$ cat config.mk
export PLATFORM = sky130hd
export DESIGN_NAME = cp0_exc_unit
export DESIGN_NICKNAME = d
export VERILOG_FILES = /design/src/rtl/cp0_exc_unit.sv
export SDC_FILE = /design/constraint.sdc
export NUM_CORES = 1
export LEC_CHECK = 0
export CORE_ASPECT_RATIO = 1.1
export CORE_UTILIZATION = 45
export CTS_CLUSTER_SIZE = 30
export DETAILED_ROUTE_END_ITERATION = 7
export PLACE_DENSITY = 0.87
export SYNTH_ARGS = -nofsm -noshare
export SYNTH_HDL_FRONTEND = slang
export SYNTH_SLANG_ARGS = --single-unit
$ cat constraint.sdc
create_clock -name clk -period 5.1 [get_ports clk]
set_clock_uncertainty 0.15 [all_clocks]
set_input_delay 1.02 -clock clk [delete_from_list [all_inputs] [get_ports clk]]
set_output_delay 1.02 -clock clk [all_outputs]
set_load 0.005 [all_outputs]
$ cat src/rtl/cp0_exc_unit.sv
// Coprocessor-0 exception/interrupt unit: Status, Cause, EPC, NUM_IRQ external lines, PC redirect.
// Optional Count/Compare timer interrupt enabled by defining CP0_TIMER_EN.
module cp0_exc_unit #(
  parameter int          NUM_IRQ    = 6,
  parameter logic [31:0] EXC_VECTOR = 32'h0000_0000
) (
  input  logic               clk,
  input  logic               rst,
  input  logic [NUM_IRQ-1:0] irq,
  input  logic               exc_req,
  input  logic [4:0]         exc_code,
  input  logic               eret,
  input  logic               mtc0_we,
  input  logic [4:0]         reg_addr,
  input  logic [31:0]        wdata,
  output logic [31:0]        rdata,
  input  logic [31:0]        epc_in,
  input  logic               pc_valid,
  input  logic [4:0]         dbg_addr,
  output logic [31:0]        dbg_data,
  output logic               redirect,
  output logic [31:0]        redirect_pc,
  output logic               int_pending
);

  localparam int         IRQ_TOP     = 8 + NUM_IRQ - 1;
  localparam logic [4:0] REG_COUNT   = 5'd9;
  localparam logic [4:0] REG_COMPARE = 5'd11;
  localparam logic [4:0] REG_STATUS  = 5'd12;
  localparam logic [4:0] REG_CAUSE   = 5'd13;
  localparam logic [4:0] REG_EPC     = 5'd14;

  logic [NUM_IRQ-1:0] im_r;
  logic [NUM_IRQ-1:0] ip_r;
  logic [NUM_IRQ-1:0] ip_s;
  logic               exl_r;
  logic               ie_r;
  logic [4:0]         exc_code_r;
  logic [31:0]        epc_r;
  logic               redirect_r;
  logic [31:0]        redirect_pc_r;
  logic               ti_s;
  logic [31:0]        count_s;
  logic [31:0]        compare_s;
  logic [31:0]        status_s;
  logic [31:0]        cause_s;
  logic               take_int_s;
  logic               mtc0_s;

  function automatic logic [31:0] cp0_mux(input logic [4:0]  addr,
                                          input logic [31:0] status,
                                          input logic [31:0] cause,
                                          input logic [31:0] epc,
                                          input logic [31:0] count,
                                          input logic [31:0] compare);
    logic [31:0] v;
    case (addr)
      REG_COUNT:   v = count;
      REG_COMPARE: v = compare;
      REG_STATUS:  v = status;
      REG_CAUSE:   v = cause;
      REG_EPC:     v = epc;
      default:     v = 32'h0000_0000;
    endcase
    return v;
  endfunction

  // An interrupt is only taken when it is the sole event of the cycle and no redirect is in flight.
  assign int_pending = (|(ip_s & im_r)) & ie_r & ~exl_r;
  assign take_int_s  = int_pending & pc_valid & ~exc_req & ~eret & ~mtc0_we & ~redirect_r;
  assign mtc0_s      = mtc0_we & ~exc_req & ~eret;

`ifdef CP0_TIMER_EN
  logic [31:0] count_r;
  logic [31:0] compare_r;
  logic        ti_r;
  logic [31:0] count_nxt_s;

  assign count_nxt_s = (mtc0_s && (reg_addr == REG_COUNT)) ? wdata : count_r + 32'd1;

  // Free-running Count with Compare match; a Compare write wins over a simultaneous match.
  always_ff @(posedge clk) begin
    if (rst) begin
      count_r   <= 32'h0000_0000;
      compare_r <= 32'h0000_0000;
      ti_r      <= 1'b0;
    end else begin
      count_r <= count_nxt_s;
      if (mtc0_s && (reg_addr == REG_COMPARE)) begin
        compare_r <= wdata;
        ti_r      <= 1'b0;
      end else if (count_nxt_s == compare_r) begin
        ti_r <= 1'b1;
      end
    end
  end

  assign ti_s      = ti_r;
  assign count_s   = count_r;
  assign compare_s = compare_r;
`else
  assign ti_s      = 1'b0;
  assign count_s   = 32'h0000_0000;
  assign compare_s = 32'h0000_0000;
`endif

  // Register images as software sees them; the timer shares the top IP bit.
  always_comb begin
    ip_s                 = ip_r;
    ip_s[NUM_IRQ-1]      = ip_r[NUM_IRQ-1] | ti_s;
    status_s             = 32'h0000_0000;
    status_s[IRQ_TOP:8]  = im_r;
    status_s[1]          = exl_r;
    status_s[0]          = ie_r;
    cause_s              = 32'h0000_0000;
    cause_s[30]          = ti_s;
    cause_s[IRQ_TOP:8]   = ip_s;
    cause_s[6:2]         = exc_code_r;
  end

  assign rdata    = cp0_mux(reg_addr, status_s, cause_s, epc_r, count_s, compare_s);
  assign dbg_data = cp0_mux(dbg_addr, status_s, cause_s, epc_r, count_s, compare_s);

  // Single prioritised action per cycle: exception > interrupt > eret > mtc0.
  always_ff @(posedge clk) begin
    if (rst) begin
      im_r          <= '0;
      ip_r          <= '0;
      exl_r         <= 1'b0;
      ie_r          <= 1'b0;
      exc_code_r    <= 5'd0;
      epc_r         <= 32'h0000_0000;
      redirect_r    <= 1'b0;
      redirect_pc_r <= 32'h0000_0000;
    end else begin
      ip_r       <= irq;
      redirect_r <= 1'b0;
      if (exc_req || take_int_s) begin
        if (!exl_r) begin
          epc_r <= epc_in;
        end
        exc_code_r    <= exc_req ? exc_code : 5'd0;
        exl_r         <= 1'b1;
        redirect_r    <= 1'b1;
        redirect_pc_r <= EXC_VECTOR;
      end else if (eret) begin
        exl_r         <= 1'b0;
        redirect_r    <= 1'b1;
        redirect_pc_r <= epc_r;
      end else if (mtc0_s) begin
        case (reg_addr)
          REG_STATUS: begin
            im_r  <= wdata[IRQ_TOP:8];
            exl_r <= wdata[1];
            ie_r  <= wdata[0];
          end
          REG_EPC: epc_r <= wdata;
          default: ;
        endcase
      end
    end
  end

  assign redirect    = redirect_r;
  assign redirect_pc = redirect_pc_r;

endmodule

==> results of run 1 <==
==> sequential cells by signal (all words and copies together) (netlist names) <==
| name | count |
|---|---|
| epc_r | 32 |
| exc_code_r | 5 |
| exl_r | 1 |
| ie_r | 1 |
| im_r | 6 |
| ip_r | 6 |
| redirect | 1 |
| redirect_pc | 32 |
==> worst min-delay path: stages (launching register included) <==
cell and delay (ns):
dfxtp_1 0.33, mux2i_1 0.06, nor2_1 0.07
==> cell type report <==
type / instances / share of cell area
flip-flops and latches: 84 / 0.272
clock inverters: 5 / 0.00993
repair buffers: 199 / 0.317
inverters: 36 / 0.0219
clock buffers: 11 / 0.0229
well taps: 111 / 0.0225
multi-input cells: 285 / 0.334
==> per-layer routing <==
| metal | wire length, um | GRT usage | vias up |
|---|---|---|---|
| li1 | - | - | 1878 |
| met1 | 5170 | 0.320 | 1857 |
| met3 | 955 | 0.0511 | 24 |
| met2 | 6370 | 0.487 | 193 |
| met5 | 0 | 0 | - |
| met4 | 318 | 0.117 | 0 |
==> cell usage after synthesis (all sizes together) (3+ instances only) <==
| master | count |
|---|---|
| o22ai | 5 |
| nor4 | 3 |
| inv | 36 |
| and2 | 38 |
| clkbuf | 16 |
| buf | 16 |
| dfxtp | 84 |
| nand2b | 8 |
| nand2 | 18 |
| a21oi | 35 |
| nand3 | 3 |
| mux2i | 53 |
| nor2b | 7 |
| o221a | 32 |
| a22oi | 3 |
| nor2 | 46 |
| a22o | 12 |
| o21ai | 12 |
==> stage by stage <==
step                std cells  power, uW  hold WS, ns  utilization
floorplan                 437        823        0.323            -
global placement          715        937        0.324        0.699
detailed placement        715        943        0.332        0.699
CTS                       731       1420        0.353        0.723
global route              731       1470        0.376        0.723
finish                    731       1420        0.350        0.723
==> logic make-up after synthesis <==
group	count (synthesis)	synth area share
flops	84	0.418
buf+inv	68	0.0747
compound gates	105	0.201
mux	53	0.132
simple gates	127	0.174
==> power by group through the flow <==
stage | combinational (uW) | sequential, uW | clock (uW)
after CTS | 212 | 717 | 494
after global routing | 227 | 722 | 525
final | 212 | 717 | 489
after floorplan | 101 | 722 | 0
after detailed placement | 211 | 732 | 0
after global placement | 206 | 731 | 0
==> cells in the final DEF (no fill, tap or decap) <==
master | synthesis | final
a211o_1 | 1 | 1
a211o_4 | 1 | 1
a21o_1 | 1 | 1
a21oi_1 | 35 | 34
a21oi_4 | 0 | 1
a22o_1 | 12 | 12
a22oi_1 | 3 | 3
a31oi_1 | 2 | 2
and2_1 | 38 | 38
buf_2 | 12 | 2
buf_4 | 0 | 11
bufinv_16 | 0 | 1
clkbuf_1 | 16 | 1
clkbuf_8 | 0 | 10
clkdlybuf4s50_1 | 0 | 186
clkinv_4 | 0 | 1
clkinvlp_4 | 0 | 3
dfxtp_1 | 84 | 84
inv_1 | 36 | 36
mux2i_1 | 53 | 53
nand2_1 | 18 | 18
nand2b_1 | 8 | 8
nand3_1 | 3 | 3
nand4bb_4 | 1 | 1
nor2_1 | 45 | 44
nor2_2 | 1 | 2
nor2b_1 | 7 | 7
nor3_1 | 1 | 1
nor4_4 | 3 | 3
nor4b_2 | 0 | 1
o21ai_0 | 12 | 12
o221a_1 | 30 | 30
o221a_2 | 2 | 2
o22ai_1 | 5 | 5
o311ai_0 | 1 | 1
or3_1 | 1 | 1
==> path summary, 6_finish.rpt <==
check                                     start         endpoint  slack [ns]
worst max register to register            exl_r  redirect_pc[18]        2.63
worst min-delay path            redirect_pc[15]  redirect_pc[15]        0.35
worst min register to register  redirect_pc[15]  redirect_pc[15]        0.35
worst max-delay path                dbg_addr[1]     dbg_data[12]        0.80
==> qor.yml, run 1 <==
setup_path:
  cp.arrival_ns: 3.13
  critical_path.top_delay_family: "buffers and inverters"
  critPathRequiredTime_ns: 3.93
  cpPeakStageDelay_ns: 0.76
  cpMostUsedCell: "clkdlybuf4s50_1"
  path_cells: "clkdlybuf4s50_1, nor4b_2, buf_4, nand2_1, o21ai_0, clkdlybuf4s50_1"
  cp_slowest_cell: "clkdlybuf4s50_1"
  path_depth: 6
  setup.worst_path.start_class: "primary input"
  critical_path_class: "primary input to output port"
  cp_max_fo: 10
  reg2regPathDepth: 4
  end_kind: "output port"
  crit_buf_inv: 3
routing:
  drtPass1Iterations: 5
  remaining_drc_errors: 0
  drtAntennaViolNets: 0
  wl_per_cell_um: 17.5
  drt_iter0_markers: 170
  vias: 3952
  drt-total-wl_mm: 12.8
  via_per_inst: 5.41
die:
  core_area_sq_mm: 0.00854
  die_w_um: 92.1
  fp-row-count: 35
  fp.dieH_um: 101
  num_io_pins: 189
  start_util: 0.471
  dieArea_sq_mm: 0.00932
sta:
  max_freq_ghz: 0.232
  finalCritPeriodShare: 0.844
  period_minus_slack_ns: 4.30
  slew_headroom: 0.208
  rsz0062_at_grt: "no"
  worst_pin_slew_ns: 1.19
  drv_slew: 0
  worst_slack_ns: 0.797
  setup_violations: 0
  finalSetupTns_ns: 0
  hold_viol_final: 0
global_routing:
  antenna_found_initial: 0
  grt_util_all_layers: 0.272
  grt_overflow: 0
  grt_pass1_wl_mm: 19.5
  grt_max_degree: 59
  grt_pass1_vias: 3853
place:
  gp_congestion: 0.871
  place_area_sq_mm: 0.00597
  port-buffer-count: 188
  post-place-ws_ns: 0.844
  hpwl_mm: 9.02
logic_synthesis:
  synth_area_leaders: "dfxtp_1 42%, mux2i_1 13%, o221a_1 8.4%, and2_1 5.9%, a21oi_1 4.4%"
  syn_inst: 437
  avgSynthCellArea_sq_um: 9.21
  synth.distinct_cells: 30
  netlist.area_leader.share: 0.418
  synth.net_count: 528
  ys_seq_elements: 84
  synth_largest_area_cell: "dfxtp_1"
  ys_async_sr_fraction: 0
  syn_area_sq_mm: 0.00402
  synth_top_flop_cell: "dfxtp_1"
  synth_edf_count: 0
  seq_area_frac_synth: 0.418
  ys_warn_count: 0
final_layout:
  num-fill-cells: 635
  fin_nets: 706
  area_delta_synth_final_pct: 53.5
  fin_area_sq_mm: 0.00617
  n_antenna_cell: 0
  regArea_sq_mm: 0.00168
  multiInputGateArea_sq_mm: 0.00206
  layout-drive-gt1-share: 0.0629
power_and_ir_drop:
  power_density_mw_per_mm2: 230
  p_sw_frac: 0.257
  ir_drop_v: 0.000138
  combinationalPowerShare: 0.149
  p_clk_frac: 0.345
  p_leak_uw: 0.00245
  seq_power_share: 0.506
  net-switching-power_uw: 365
  p_int_uw: 1050
min_path:
  hp-class: "register to register"
  min_path_cells: 2
job:
  cap_violations: 0
clock_network:
  post_cts_buffers: 0
  path_clk_slew_ns: 0.09
  cts.path.max_buffers: 2
  cts_tree: "yes"
  clockRootBuffer: "clkbuf_8"
  numCtsBuffers: 9
  h-tree-depth: 3
  cts_hold_buf: 0
  clock_sinks: 84
  ctsResizeCount: 0
  clock_latency_ns: 0.35
status:
  status: "completed"
No activity file was read; power rests on OpenSTA's default activity.
==> inputs of run 2 (changes only) <==
Settings changed: CORE_UTILIZATION 45 to 41, PLACE_DENSITY 0.87 to 0.8.
Clock period 5.1 ns to 4.4 ns, I/O delays scaled along.
==> run 2 against run 1 <==
Against the previous run: register-to-register slack got worse by 0.58 ns; first-iteration DRC count is 15% higher; final cell count grew 0.96%; largest cell class unchanged; combinational power rose by 17%; final area up 0.30%; global-route usage shrank 0.94 points; clock power rose by 12%; highest routed layer unchanged.
==> qor.yml, run 2 (same netlist as run 1, synthesis figures left out) <==
status:
  status: "completed"
global_routing:
  grt_overflow: 0
  grt_util_all_layers: 0.263
  grt_pass1_wl_mm: 20.3
  grt_pass1_vias: 4051
  grt_max_degree: 59
  antenna_found_initial: 0
clock_network:
  h-tree-depth: 3
  clock_latency_ns: 0.35
  ctsResizeCount: 0
  cts.path.max_buffers: 2
  clockRootBuffer: "clkbuf_8"
  cts_tree: "yes"
  clock_sinks: 84
  numCtsBuffers: 9
  path_clk_slew_ns: 0.08
  cts_hold_buf: 0
  post_cts_buffers: 0
die:
  fp-row-count: 37
  die_w_um: 96.4
  core_area_sq_mm: 0.00944
  start_util: 0.426
  dieArea_sq_mm: 0.0102
  num_io_pins: 189
  fp.dieH_um: 106
place:
  post-place-ws_ns: 0.398
  gp_congestion: 0.882
  hpwl_mm: 9.33
  place_inst: 722
  port-buffer-count: 188
sta:
  worst_slack_ns: 0.365
  period_minus_slack_ns: 4.03
  rsz0062_at_grt: "no"
  hold_viol_final: 0
  drv_slew: 0
  finalCritPeriodShare: 0.917
  worst_pin_slew_ns: 1.04
  finalSetupTns_ns: 0
  slew_headroom: 0.302
  max_freq_ghz: 0.248
  setup_violations: 0
final_layout:
  num-fill-cells: 787
  fin_nets: 707
  layout_common_cells: "186 x clkdlybuf4s50_1, 84 x dfxtp_1, 53 x mux2i_1"
  layout-drive-gt1-share: 0.0628
  n_antenna_cell: 0
  area_delta_synth_final_pct: 53.9
  finalNonFillerCells: 738
  layout_commonest_cell: "clkdlybuf4s50_1"
setup_path:
  setup.worst_path.start_class: "primary input"
  critPathRequiredTime_ns: 3.37
  cp.arrival_ns: 3.00
  end_kind: "output port"
  critical_path_class: "primary input to output port"
  cp_max_fo: 26
  r2r_setup_slack_ns: 2.05
power_and_ir_drop:
  ir_drop_v: 0.000196
  p_leak_uw: 0.00247
  power_density_mw_per_mm2: 263
routing:
  wl_per_cell_um: 17.8
  vias: 3917
  drtAntennaViolNets: 0
  drt-total-wl_mm: 13.1
  drt_iter0_markers: 195
  remaining_drc_errors: 0
  via_per_inst: 5.31
  drtPass1Iterations: 4
min_path:
  hp-class: "register to register"
job:
  cap_violations: 0
[run 2: changes by cell type in the layout (fill, tap and decap cells not counted), sizes merged]
cell	before	now
buf	13	14
clkbuf	11	12
clkinv	1	3
clkinvlp	3	0
[run 2: report_power, final]
group / internal (uW) / switching [uW] / total, uW
Combinational: 147 / 101 / 248
Sequential: 797 / 35.1 / 832
Clock: 278 / 272 / 549
Total: 1220 / 408 / 1630
[run 2: final cells by class]
type	instances	area, sq um	area share
clock buffers	12	145	0.0234
clock inverters	4	48.8	0.00788
inverters	36	135	0.0218
multi-input cells	285	2060	0.333
flip-flops and latches	84	1680	0.272
well taps	117	146	0.0236
repair buffers	200	1970	0.319
[run 2: path summary, 6_finish.rpt]
path,start,to,depth (start not counted)
worst max register to register,im_r[2],epc_r[0],4
worst max-delay path,reg_addr[1],rdata[8],7
worst min register to register,redirect_pc[16],redirect_pc[16],2
worst min-delay path,redirect_pc[16],redirect_pc[16],2
[run 2: per-layer routing]
layer,GRT usage,up-vias,part of all wire
met5,0,-,0
met4,0.116,0,0.021
met3,0.0642,20,0.079
met2,0.444,155,0.51
met1,0.308,1862,0.39
li1,-,1880,-
[run 2: per-stage QoR]
| stage | utilization | hold WS [ns] | cell area (sq um) | power, uW |
|---|---|---|---|---|
| 5_1_grt | 0.656 | 0.375 | 6190 | 1700 |
| 3_5_place_dp | 0.635 | 0.332 | 6000 | 1100 |
| 4_1_cts | 0.656 | 0.354 | 6190 | 1640 |
| 3_3_place_gp | 0.635 | 0.321 | 6000 | 1090 |
| 6_report | 0.656 | 0.349 | 6190 | 1630 |
| 2_1_floorplan | - | 0.323 | 4020 | 954 |
[run 2: critical path, cell delays in order]
cell	delay (ns)
clkdlybuf4s50_1	0.66
inv_1	0.16
nor2_2	0.33
buf_12	0.22
nand2_1	0.06
o21ai_0	0.10
clkdlybuf4s50_1	0.57
